<file path="config.mk">
export PLATFORM = sky130hd
export DESIGN_NAME = cavlc_scan_ctrl
export DESIGN_NICKNAME = d
export VERILOG_FILES = /design/src/rtl/cavlc_scan_ctrl.sv
export SDC_FILE = /design/constraint.sdc
export NUM_CORES = 1
export LEC_CHECK = 0
export BUFFER_PORTS_ARGS = -buffer_cell sky130_fd_sc_hd__buf_2
export CORE_ASPECT_RATIO = 1.5
export CORE_MARGIN = 5
export CORE_UTILIZATION = 50
export DETAILED_ROUTE_END_ITERATION = 6
export GPL_ROUTABILITY_DRIVEN = 0
export PLACE_DENSITY = 0.72
export SLEW_MARGIN = 15
export SYNTH_ARGS = -nofsm -noshare
export SYNTH_HDL_FRONTEND = slang
export SYNTH_SLANG_ARGS = --single-unit
</file>
<file path="constraint.sdc">
create_clock -name clk -period 2.7 [get_ports clk]
set_input_delay 0.54 -clock clk [delete_from_list [all_inputs] [get_ports clk]]
set_output_delay 0.54 -clock clk [all_outputs]
set_load 0.02 [all_outputs]
</file>
<file path="src/rtl/cavlc_scan_ctrl.sv">
// CAVLC coefficient-scan sequencer: walks the 4x4 block list of a macroblock and
// drives the 9-cycle scan phase per coded block. Optional macro: CAVLC_SKIP_EMPTY_EN.
module cavlc_scan_ctrl #(
    parameter int SCAN_CYC = 8
) (
    input  logic       clk,
    input  logic       rst,
    input  logic       start,
    input  logic [2:0] control_state,
    input  logic [3:0] cbp,
    input  logic [1:0] cbp_chroma,
    input  logic       enc_rdy,
    output logic [3:0] state,
    output logic [4:0] cnt4x4,
    output logic       busy,
    output logic       blk_end,
    output logic       mb_done
);

    typedef enum logic [2:0] {
        PH_IDLE,
        PH_INIT,
        PH_SCAN,
        PH_WAIT,
        PH_DONE
    } phase_t;

    localparam logic [2:0] CS_IDLE   = 3'd0;
    localparam logic [2:0] CS_I16    = 3'd2;
    localparam logic [2:0] SCAN_LAST = 3'(SCAN_CYC - 1);
    localparam logic [3:0] ST_IDLE   = 4'hF;

`ifdef CAVLC_SKIP_EMPTY_EN
    // Bit i set when block i of the MB's list carries coefficients.
    function automatic logic [26:0] build_mask(input logic i16, input logic [3:0] cb,
                                               input logic [1:0] cc);
        logic [26:0] m;
        logic [4:0]  idx;
        logic [4:0]  k;
        logic [4:0]  cdc;
        m   = '0;
        cdc = i16 ? 5'd17 : 5'd16;
        for (int i = 0; i < 27; i++) begin
            idx = 5'(i);
            k   = i16 ? idx - 5'd1 : idx;
            if (i16 && idx == 5'd0)
                m[i] = 1'b1;
            else if (idx < cdc)
                m[i] = cb[k[3:2]];
            else if (idx < cdc + 5'd2)
                m[i] = (cc != 2'd0);
            else if (idx < cdc + 5'd10)
                m[i] = (cc == 2'd2);
        end
        return m;
    endfunction
`else
    // Full-scan mode: every listed block is visited regardless of coded flags.
    function automatic logic [26:0] build_mask(input logic i16, input logic [3:0] unused_cb,
                                               input logic [1:0] unused_cc);
        return i16 ? {27{1'b1}} : {1'b0, {26{1'b1}}};
    endfunction
`endif

    // Lowest set index at or above 'from'; MSB of the result flags a hit.
    function automatic logic [5:0] find_next(input logic [26:0] mask, input logic [4:0] from);
        logic [5:0] r;
        r = '0;
        for (int i = 26; i >= 0; i--)
            if (mask[i] && 5'(i) >= from)
                r = {1'b1, 5'(i)};
        return r;
    endfunction

    phase_t     phase;
    logic [2:0] scnt;
    logic       i16_q;
    logic [3:0] cbp_q;
    logic [1:0] cbpc_q;

    logic       i16_in;
    logic [5:0] first_blk;
    logic [5:0] next_blk;

    // The first search runs on live inputs because the configuration is latched
    // on the same edge that loads the first block index.
    always_comb begin
        i16_in    = (control_state == CS_I16);
        first_blk = find_next(build_mask(i16_in, cbp, cbp_chroma), 5'd0);
        next_blk  = find_next(build_mask(i16_q, cbp_q, cbpc_q), cnt4x4 + 5'd1);
    end

    // NOTE: all state and outputs update with non-blocking assignments so every
    // branch below reads the pre-edge values, independent of statement order.
    always_ff @(posedge clk or posedge rst) begin
        if (rst) begin
            phase   <= PH_IDLE;
            state   <= ST_IDLE;
            cnt4x4  <= '0;
            busy    <= 1'b0;
            blk_end <= 1'b0;
            mb_done <= 1'b0;
            scnt    <= '0;
            i16_q   <= 1'b0;
            cbp_q   <= '0;
            cbpc_q  <= '0;
        end else begin
            blk_end <= 1'b0;
            mb_done <= 1'b0;
            case (phase)
                PH_IDLE: begin
                    if (start && control_state != CS_IDLE) begin
                        i16_q  <= i16_in;
                        cbp_q  <= cbp;
                        cbpc_q <= cbp_chroma;
                        busy   <= 1'b1;
                        if (first_blk[5]) begin
                            cnt4x4 <= first_blk[4:0];
                            state  <= 4'd0;
                            phase  <= PH_INIT;
                        end else begin
                            cnt4x4  <= '0;
                            mb_done <= 1'b1;
                            phase   <= PH_DONE;
                        end
                    end
                end
                PH_INIT: begin
                    state <= 4'd1;
                    scnt  <= '0;
                    phase <= PH_SCAN;
                end
                PH_SCAN: begin
                    scnt <= scnt + 3'd1;
                    if (scnt == SCAN_LAST) begin
                        if (!next_blk[5]) begin
                            mb_done <= 1'b1;
                            state   <= ST_IDLE;
                            phase   <= PH_DONE;
                        end else if (enc_rdy) begin
                            cnt4x4 <= next_blk[4:0];
                            state  <= 4'd0;
                            phase  <= PH_INIT;
                        end else begin
                            state <= ST_IDLE;
                            phase <= PH_WAIT;
                        end
                    end else begin
                        state   <= state + 4'd1;
                        blk_end <= (scnt == SCAN_LAST - 3'd1);
                    end
                end
                PH_WAIT: begin
                    if (enc_rdy) begin
                        cnt4x4 <= next_blk[4:0];
                        state  <= 4'd0;
                        phase  <= PH_INIT;
                    end
                end
                PH_DONE: begin
                    busy  <= 1'b0;
                    phase <= PH_IDLE;
                end
                default: begin
                    phase <= PH_IDLE;
                    state <= ST_IDLE;
                end
            endcase
        end
    end

endmodule

</file>
==> results.sh <==
export IMPL_p_leak_nw=0.687
export IMPL_p_sw_w=0.000973
export IMPL_drive_above_1_share=0.243
export IMPL_post_cts_resized=0
export IMPL_synth_fp_nets=179
export IMPL_grt_pass1_vias=1320
export IMPL_rsz0062_at_grt="false"
export IMPL_drtIter0Drc=54
export IMPL_drv_slew=0
export IMPL_track_usage=0.169
export IMPL_synth_seq_area_share=0.329
export IMPL_cp_max_fo=11
export IMPL_drt_total_wl_mm=3.25
export IMPL_synth_edff_count=0
export IMPL_fin_tns_setup_ns=0
export IMPL_detail_route_wl_per_cell_um=15.3
export IMPL_cp_required_ns=2.85
export IMPL_clockRootBuffer="clkbuf_8"
export IMPL_max_cap_viol_count=0
export IMPL_worst_setup_path_start_kind="flip-flop"
export IMPL_crit_chain="ha_1 > xor2_2 > o21bai_1 > o221ai_4 > nor2_4 > o22ai_1 > a41o_1"
export IMPL_fmax_ghz=0.408
export IMPL_netlist_area_mm2=0.00146
export IMPL_post_route_min_period_ns=2.45
export IMPL_die_x_um=54.1
export IMPL_slew_headroom=0.531
export IMPL_htreeDepth=1
export IMPL_cts_tree="yes"
export IMPL_synth_area_per_cell_um2=9.18
export IMPL_finalNetCount=194
export IMPL_drc=0
export IMPL_switching_share=0.501
export IMPL_slowest_stage="dfrtp_1"
export IMPL_status="finished clean"
export IMPL_fp_dieH_um=76.2
export IMPL_yosys_top_cells_count="nand2_1 (21), dfrtp_1 (15), a21oi_1 (14)"
export IMPL_core_mm2=0.00285
export IMPL_core_rowCount=24
export IMPL_ir_drop_mv=0.862
export IMPL_ant_nets=0
export IMPL_cpPeakStageDelay_ns=0.55
export IMPL_cp_end_kind="flip-flop"
export IMPL_skew_ns=0.00367
export IMPL_grt_ovfl_total=0
export IMPL_worstPathArrival_ns=2.60
export IMPL_p_clk_frac=0.100
export IMPL_clkLatencyLatePin_ns=0.25
export IMPL_dp_hpwl_mm=2.51
export IMPL_ys_seq_elements=19
export IMPL_syn_to_final_growth_pct=7.20
export IMPL_clkSinkCount=19
export IMPL_internal_power_w=0.000968
export IMPL_antenna_found_initial=0
export IMPL_max_slew_worst_pin_slew_ns=0.702
export IMPL_yosys_most_used_dff="dfrtp_1"
export IMPL_clkTransAtPathRegs_ns=0.07
export IMPL_cts_hold_buf=0
export IMPL_async_flop_share=1.00
export IMPL_p_seq_frac=0.317
export IMPL_portBuffers=18
export IMPL_postCtsSetupBuffers=0
export IMPL_setup_viol=0
export IMPL_period_share=0.907
export IMPL_dieArea_mm2=0.00412
export IMPL_hold_class="in2async"
export IMPL_power_density_mw_per_mm2=1240
export IMPL_synth_most_common_cell="nand2_1"
export IMPL_grt_max_degree=20
export IMPL_combPwrFrac=0.583
export IMPL_grt_pass1_wl_mm=5.39
export IMPL_synth_top_area_share=0.257
export IMPL_netlist_cell_type_count=56
export IMPL_initial_utilization=0.511
export IMPL_syn_instance_count=159
export IMPL_io_pins=25
export IMPL_fillCellCount=271
export IMPL_clock_tree_buffer_depth=2
export IMPL_synth_area_leaders="dfrtp_1 (26%), dfstp_2 (7.2%), ha_1 (6.0%)"
export IMPL_antenna_cells=0
export IMPL_criticalPathCategory="reg2reg"
export IMPL_dr_total_vias=1297
export IMPL_numCtsBuffers=3
export IMPL_yosysTopAreaCell="dfrtp_1"
export IMPL_drtPass1Iterations=4
export IMPL_yosys_warnings=0
export IMPL_vias_per_cell=6.12
export IMPL_preCtsSetupSlack_ns=0.306
export IMPL_layout_setup_ws_ns=0.251
export IMPL_hold_viol_final=0
==> power by group through the flow <==
stage,Clock (W),Combinational [W],Sequential (W)
after floorplan,0,0.000950,0.000588
after global placement,0,0.00110,0.000603
after detailed placement,0,0.00113,0.000613
after CTS,0.000199,0.00114,0.000607
after global routing,0.000215,0.00123,0.000632
final,0.000195,0.00113,0.000615
==> final cells by class <==
cell class	count	area, um^2	share of cell area
Multi-Input combinational cell	120	840	0.537
Sequential cell	19	480	0.307
Timing Repair Buffer	18	90.1	0.0576
Inverter	12	58.8	0.0376
Tap cell	39	48.8	0.0312
Clock buffer	3	41.3	0.0264
Clock inverter	1	5.00	0.00320
==> layout by cell type (no fill, tap or decap), types with 2 or more instances in the layout <==
cell / count
buf_2: 18
nand3_1: 4
nand4_1: 3
o21ai_1: 2
inv_2: 2
dfstp_2: 4
ha_1: 7
nor4_1: 2
a21oi_1: 14
nor2_1: 12
mux2i_1: 3
a31oi_1: 2
inv_1: 9
o311a_1: 2
nor3_1: 3
o2111ai_1: 2
nor2b_1: 2
dfrtp_1: 15
o21ai_0: 5
nand2_1: 21
o22ai_1: 3
a211oi_1: 2
a22oi_1: 2
clkbuf_8: 3
and2_1: 2
==> metrics by stage <==
| stage | total power, W | instances | utilization | hold WS [ns] | instance area [um^2] |
|---|---|---|---|---|---|
| after floorplan | 0.00154 | 159 | - | 0.488 | 1460 |
| after global placement | 0.00170 | 208 | 0.532 | 0.514 | 1520 |
| after detailed placement | 0.00174 | 208 | 0.532 | 0.524 | 1520 |
| after CTS | 0.00194 | 212 | 0.548 | 0.414 | 1560 |
| after global routing | 0.00207 | 212 | 0.548 | 0.449 | 1560 |
| final | 0.00194 | 212 | 0.548 | 0.387 | 1560 |
==> worst paths after layout <==
check	startpoint	endpoint	slack, ns	cells past startpoint
worst max-delay path	cnt4x4[0]	cnt4x4[4]	0.25	7
worst min-delay path	rst	scnt[1]	0.39	2
worst max register to register	cnt4x4[0]	cnt4x4[4]	0.25	7
worst min register to register	busy	busy	0.53	2
max in group asynchronous	rst	cnt4x4[2]	1.87	2
min in group clk	start	i16_q	0.48	2
==> cells by family (layout without fill, tap and decap cells) <==
logic type      count (synthesis)  after routing  synth area share
fa+ha+maj                       7              7            0.0600
mux                             3              3            0.0206
flops                          19             19             0.329
buf+inv                        20             34            0.0952
compound gates                 52             52             0.284
xor+xnor                        1              1            0.0112
simple gates                   57             57             0.200
==> registers in the layout (all words and copies together), names as in the netlist <==
register  cells
cnt4x4        5
i16_q         1
busy          1
blk_end       1
state         4
scnt          3
mb_done       1
phase         3
==> metal layers <==
layer	share of wire	routed length [um]	track usage	up-vias
met4	0.022	70	0.0948	0
met1	0.37	1220	0.171	628
met2	0.56	1820	0.307	43
met3	0.045	146	0.0215	6
met5	0	0	0	-
li1	-	-	-	620
==> worst max-delay path, delay by kind of cell, from the launching register on <==
kind	cells	cell delay [ns]
simple gates	1	0.27
compound gates	4	0.79
flops	1	0.55
fa+ha+maj	1	0.48
xor+xnor	1	0.26
Power figures use the tool's default switching activity.
